===== src/rtl/spi_rx_packer_pkg.sv =====
// spi_rx_packer_pkg: shared SPI lane-mode/size encodings and receive FSM states
package spi_rx_packer_pkg;
  localparam logic [1:0] SPI_STD_SPI  = 2'b00;
  localparam logic [1:0] SPI_DUAL_SPI = 2'b01;
  localparam logic [1:0] SPI_QUAD_SPI = 2'b10;
  localparam logic [1:0] SPI_SIZE_8   = 2'd0;
  localparam logic [1:0] SPI_SIZE_16  = 2'd1;
  localparam logic [1:0] SPI_SIZE_24  = 2'd2;
  localparam logic [1:0] SPI_SIZE_32  = 2'd3;
  typedef enum logic {ST_IDLE = 1'b0, ST_RUN = 1'b1} rx_state_e;
endpackage


===== src/rtl/spi_dff.sv =====
// spi_dff: flop with synchronous active-low reset to RST
// ports: clk_i clock, rst_n_i sync reset, d_i next value, q_o registered value
module spi_dff #(
  parameter int W = 1,
  parameter logic [W-1:0] RST = '0
) (
  input  logic         clk_i,
  input  logic         rst_n_i,
  input  logic [W-1:0] d_i,
  output logic [W-1:0] q_o
);
  always_ff @(posedge clk_i)
    q_o <= !rst_n_i ? RST : d_i;
endmodule


===== src/rtl/spi_rx_shifter.sv =====
// spi_rx_shifter: SPI receive lane select, bit ordering and word bit counter
// ports: clk_i/rst_n_i clock and sync reset; clr_i discard partial word; ld_i latch
//        dmode_i/dsize_i/lsb_i; smp_i capture one lane group; flush_i push partial;
//        io_i pads; done_o word ready this cycle on word_o; busy_o bit count nonzero
module spi_rx_shifter
  import spi_rx_packer_pkg::*;
(
  input  logic        clk_i,
  input  logic        rst_n_i,
  input  logic        clr_i,
  input  logic        ld_i,
  input  logic [1:0]  dmode_i,
  input  logic [1:0]  dsize_i,
  input  logic        lsb_i,
  input  logic        smp_i,
  input  logic        flush_i,
  input  logic [3:0]  io_i,
  output logic        done_o,
  output logic [31:0] word_o,
  output logic        busy_o
);
  logic [1:0]  r_mode, r_size;
  logic        r_lsb;
  logic [5:0]  r_cnt;
  logic [31:0] r_sr;
  logic [5:0]  w_step, w_width, w_cnt_n;
  logic [3:0]  w_bits;
  logic [31:0] w_sr_n;
  logic        w_done;
  always_comb begin
    w_step  = r_mode == SPI_QUAD_SPI ? 6'd4 : r_mode == SPI_DUAL_SPI ? 6'd2 : 6'd1;
    w_bits  = r_mode == SPI_QUAD_SPI ? io_i : r_mode == SPI_DUAL_SPI ? {2'b0, io_i[1:0]} : {3'b0, io_i[1]};
    w_width = {1'b0, r_size, 3'b0} + 6'd8;
    w_cnt_n = r_cnt + (smp_i ? w_step : 6'd0);
    // both orders keep the word right-aligned because the register starts each word at zero
    w_sr_n  = !smp_i ? r_sr : r_lsb ? r_sr | ({28'b0, w_bits} << r_cnt) : (r_sr << w_step) | {28'b0, w_bits};
    w_done  = !clr_i && ((smp_i && w_cnt_n == w_width) || (flush_i && w_cnt_n != 6'd0));
  end
  always_ff @(posedge clk_i) begin
    if (!rst_n_i) begin
      r_mode <= SPI_STD_SPI;
      r_size <= SPI_SIZE_8;
      r_lsb  <= 1'b0;
      r_cnt  <= '0;
      r_sr   <= '0;
    end else begin
      if (ld_i) begin
        r_mode <= dmode_i;
        r_size <= dsize_i;
        r_lsb  <= lsb_i;
      end
      r_cnt <= (clr_i || w_done) ? 6'd0 : w_cnt_n;
      r_sr  <= (clr_i || w_done) ? 32'd0 : w_sr_n;
    end
  end
  assign done_o = w_done;
  assign word_o = w_sr_n;
  assign busy_o = r_cnt != 6'd0;
endmodule


===== src/rtl/spi_rx_packer.sv =====
// spi_rx_packer: packs SPI read-phase samples into 8..32-bit words on a valid/ready stream
// ports: clk_i/rst_n_i clock and sync active-low reset; en_i receive window; smp_i sample
//        pulse; clr_i abort; flush_i push partial; dmode_i/dsize_i/lsb_i format;
//        spi_io_in_i pads; rx_valid_o/rx_ready_i/rx_data_o output stream; busy_o; ovf_o
// SPI_RX_OVF_EN: when defined ovf_o is a sticky overflow flag, otherwise tied 0
module spi_rx_packer
  import spi_rx_packer_pkg::*;
(
  input  logic        clk_i,
  input  logic        rst_n_i,
  input  logic        en_i,
  input  logic        smp_i,
  input  logic        clr_i,
  input  logic        flush_i,
  input  logic [1:0]  dmode_i,
  input  logic [1:0]  dsize_i,
  input  logic        lsb_i,
  input  logic [3:0]  spi_io_in_i,
  output logic        rx_valid_o,
  input  logic        rx_ready_i,
  output logic [31:0] rx_data_o,
  output logic        busy_o,
  output logic        ovf_o
);
  rx_state_e   w_state_n;
  logic        r_state;
  logic        r_valid;
  logic [31:0] r_data;
  logic        w_run, w_ld, w_sclr, w_space, w_done;
  logic [31:0] w_word;
  spi_dff #(.W(1), .RST(ST_IDLE)) u_state (
    .clk_i(clk_i), .rst_n_i(rst_n_i), .d_i(w_state_n), .q_o(r_state)
  );
  always_comb begin
    w_state_n = (!clr_i && en_i) ? ST_RUN : ST_IDLE;
    w_run     = r_state == ST_RUN;
    w_ld      = !w_run && en_i && !clr_i;
    // leaving the window mid-word discards the partial word like an abort
    w_sclr    = clr_i || (w_run && !en_i);
    w_space   = !r_valid || rx_ready_i;
  end
  spi_rx_shifter u_shift (
    .clk_i(clk_i), .rst_n_i(rst_n_i), .clr_i(w_sclr), .ld_i(w_ld),
    .dmode_i(dmode_i), .dsize_i(dsize_i), .lsb_i(lsb_i),
    .smp_i(smp_i && w_run), .flush_i(flush_i && w_run), .io_i(spi_io_in_i),
    .done_o(w_done), .word_o(w_word), .busy_o(busy_o)
  );
  always_ff @(posedge clk_i) begin
    if (!rst_n_i) begin
      r_valid <= 1'b0;
      r_data  <= '0;
    end else if (clr_i) begin
      r_valid <= 1'b0;
    end else if (w_done && w_space) begin
      r_valid <= 1'b1;
      r_data  <= w_word;
    end else if (rx_ready_i) begin
      r_valid <= 1'b0;
    end
  end
  assign rx_valid_o = r_valid;
  assign rx_data_o  = r_data;
`ifdef SPI_RX_OVF_EN
  logic r_ovf;
  always_ff @(posedge clk_i)
    r_ovf <= !rst_n_i ? 1'b0 : (clr_i && !w_run) ? 1'b0 : (w_done && !w_space) ? 1'b1 : r_ovf;
  assign ovf_o = r_ovf;
`else
  assign ovf_o = 1'b0;
`endif
endmodule


===== config.mk =====
export PLATFORM = sky130hd
export DESIGN_NAME = spi_rx_packer
export DESIGN_NICKNAME = d
export VERILOG_FILES = /design/src/rtl/spi_rx_packer_pkg.sv /design/src/rtl/spi_dff.sv /design/src/rtl/spi_rx_shifter.sv /design/src/rtl/spi_rx_packer.sv
export SDC_FILE = /design/constraint.sdc
export NUM_CORES = 1
export LEC_CHECK = 0
export ABC_AREA = 1
export CAP_MARGIN = 5
export CORE_MARGIN = 1
export CORE_UTILIZATION = 58
export CTS_CLUSTER_SIZE = 40
export DETAILED_ROUTE_END_ITERATION = 10
export PLACE_DENSITY = 0.81
export SETUP_SLACK_MARGIN = 0.5
export SLEW_MARGIN = 0
export SYNTH_ARGS = -nofsm -noshare
export SYNTH_HDL_FRONTEND = slang
export SYNTH_SLANG_ARGS = --single-unit

===== constraint.sdc =====
create_clock -name clk_i -period 3.3 [get_ports clk_i]
set_input_delay 0.66 -clock clk_i [delete_from_list [all_inputs] [get_ports clk_i]]
set_output_delay 0.66 -clock clk_i [all_outputs]
set_load 0.02 [all_outputs]

==> out/results.ini <==
[floorplan]
coreArea_sq_mm=0.00872
die_h_um=96.9
ios=51
row_count=34
die-area_sq_mm=0.00938
start_util_pct=59.8
die_w_um=96.9

[final_layout]
nets=974
diodes=0
layoutNonFillerInstCount=1063
final_util_pct=74.7
drive_gt1_share_pct=12.4
syn2layout_area_growth_pct=24.8

[worst_hold_path]
hold_class=reg2reg
holdPathStages=2
min_to=u_shift.r_sr[19]$_SDFF_PP0_
min_from=u_shift.r_sr[19]$_SDFF_PP0_

[drt]
firstDrtPassIters=7
first_iter_violations=534
vias=6212
vias_per_cell=5.84
routed_wl_um=17900
drc=0
ant_nets=0
wl_per_cell_um=16.8

[outcome]
status=completed

[pwr]
p_leak_nw=3.11
power_mw=2.27
ir_worst_vdd_mv=0.303
p_per_area_mw_per_mm2=348

[place]
io_buffers=49
dpl.cell_count=1031
place_congestion=1.01
hpwlAfterDp_um=11500

[sta]
timing.slew.headroom_pct=36.5
hold-worst-slack_ps=497
drv_slew=0
setup_viol=0
finalCritPeriodShare_pct=84.8
fin_worst_skew_ps=16.3
worst_slew_pin_slew_ps=945
rsz0062_at_grt=yes
fmax_mhz=357
hold_viol=0
min_period_ps=2800

[setup_path]
crit_type=reg2reg
timing.rr.end=rx_data_o[26]$_SDFFE_PN0P_
worstRegToRegCells=19
r2r-start=u_shift.r_mode[0]$_SDFFE_PN0P_
crit_chain=inv_2 > ha_4 > inv_4 > nor2_4 > ha_4 > fa_2 > nor2_2 > nand2_2 > nor2_1 > nand3_1 > nor2_1 > nand2_1 > nand2_2 > nand3_4 > buf_12 > buf_16 > nand2_1 > nand2_1 > nor2_1
cp-start-kind=flop
cp_max_fo=8
cp.arrival_ps=3080
crit_required_ps=3580
cpMaxStageDelayCell=fa_2
regToRegSetupSlack_ps=500
endpoint_kind=flop
cp_slowest_stage_delay_ps=440

[clock_network]
cts_tree=built
cts_buffers=9
cts_max_level=3
cts.sinks=77
root_buffer=clkbuf_8
clk_pin_slew_ps=80
clock_latency_ps=360
hold_buffers=0
clockBufferDepth=2

[synth]
synth_fp_nets=927
synth_area_per_cell_sq_um=5.78
syn-cell-area_sq_mm=0.00522
seq_area_frac_synth_pct=29.5
synth_cell_types=29
ys_warn_count=0
yosys_register_bits=77
syn_inst=903

[flow_run]
drv_cap=0

[global_route]
gr-total-overflow=0
grt_max_degree=54
grt_usage_pct=36.9
grt_pass1_vias=5808
grt_pass1_wl_um=27900
antenna_found_initial=1

placed cells by master, fill, tap and decap left out, types with 7 or more instances in the layout:
cell type | synthesis | final
o211ai_1 | 15 | 15
nor2_1 | 101 | 80
clkbuf_8 | 0 | 11
o21ai_0 | 61 | 61
nor2_2 | 0 | 15
nand2_2 | 0 | 12
nand2_1 | 291 | 273
nand3_1 | 125 | 125
nor2_4 | 1 | 7
dfxtp_1 | 77 | 75
inv_1 | 96 | 92
nand4_1 | 13 | 13
a21oi_1 | 37 | 36
buf_4 | 4 | 25
and2_1 | 7 | 7
clkdlybuf4s50_1 | 0 | 48
sequential cells by signal, indices dropped and copies added, names as in the netlist:
signal          flops
u_state.q_o         1
rx_valid_o          1
rx_data_o          32
u_shift.r_cnt       6
u_shift.r_sr       32
u_shift.r_lsb       1
u_shift.r_size      2
u_shift.r_mode      2
cell type report:
class                   instances  area [sq um]
multi-input cells             675          3270
fillers                       714          2210
inverters                     101           382
repair buffers                 86           945
clock inverters                 5          81.3
clock buffers                  11           151
well taps                     108           135
flip-flops and latches         77          1540
through the flow:
stage          setup slack [ps]  cell area (sq um)  setup TNS, ps
2_1_floorplan               500               5270              0
3_3_place_gp                101               5790              0
3_5_place_dp              -17.5               5790          -18.9
4_1_cts                     505               6210              0
5_1_grt                     379               6510              0
6_report                    501               6510              0
power by group:
part | switching, mW | leakage (nW) | total [mW] | internal [mW]
logic | 0.303 | 2.37 | 0.464 | 0.161
clock network | 0.381 | 0.116 | 0.850 | 0.469
registers | 0.0117 | 0.622 | 0.954 | 0.942
layer usage:
| layer | vias to the layer above | part of all wire, % | GRT usage (%) |
|---|---|---|---|
| met1 | 2827 | 39 | 45.3 |
| met3 | 82 | 9.6 | 6.94 |
| met2 | 333 | 46 | 61.8 |
| li1 | 2970 | - | - |
| met4 | 0 | 4.7 | 18.3 |
| met5 | - | 0 | 0 |
cell usage after synthesis:
cell type,instances,area share (%)
a21oi_1,37,3.5
a32oi_1,1,0.17
and2_1,7,0.84
buf_1,6,0.43
buf_2,11,1.1
buf_4,4,0.58
buf_6,3,0.65
clkbuf_1,26,1.9
clkinv_1,2,0.14
conb_1,1,0.072
dfxtp_1,77,30
fa_1,1,0.38
ha_1,7,1.7
inv_1,96,6.9
inv_2,3,0.22
mux2i_1,1,0.19
nand2_1,291,21
nand3_1,125,12
nand3_2,3,0.58
nand3b_1,1,0.14
nand4_1,13,1.6
nor2_1,101,7.3
nor2_4,1,0.22
nor2b_1,1,0.12
nor3_1,1,0.096
o211ai_1,15,2.2
o21ai_0,61,5.8
or2_1,1,0.12
or2_2,6,0.72
critical path, delay by kind of cell (launching register included):
kind	cells	cell delay, ps
flops	1	340
buf+inv	4	430
simple gates	12	1100
fa+ha+maj	3	850
how the worst max path moves through the flow:
stage,startpoint,end,slack (ps),cells after the start
2_1_floorplan,u_shift.r_mode[0]$_SDFFE_PN0P_,rx_data_o[20]$_SDFFE_PN0P_,500,21
3_3_place_gp,smp_i,rx_data_o[20]$_SDFFE_PN0P_,100,17
3_5_place_dp,smp_i,rx_data_o[28]$_SDFFE_PN0P_,-20,16
4_1_cts,u_shift.r_mode[0]$_SDFFE_PN0P_,rx_data_o[31]$_SDFFE_PN0P_,500,18
5_1_grt,u_shift.r_mode[0]$_SDFFE_PN0P_,rx_data_o[31]$_SDFFE_PN0P_,380,19
6_report,u_shift.r_mode[0]$_SDFFE_PN0P_,rx_data_o[26]$_SDFFE_PN0P_,500,19
what timing repair did:
action	in CTS	in global routing
resized for setup	12	57
pin swaps	3	8
cloned	3	4
endpoints found under the setup margin	71	71
setup buffers	5	4
logic make-up after synthesis:
kind of cell / after synthesis / synth area share, %
AO/OA/AOI/OAI: 114 / 11.7
adder cells (fa/ha/maj): 8 / 2.06
buffers and inverters: 151 / 11.8
flip-flops: 77 / 29.5
multiplexers: 1 / 0.192
other: 1 / 0.0719
AND/OR/NAND/NOR: 551 / 44.6
(Power assumes the default switching activity.)
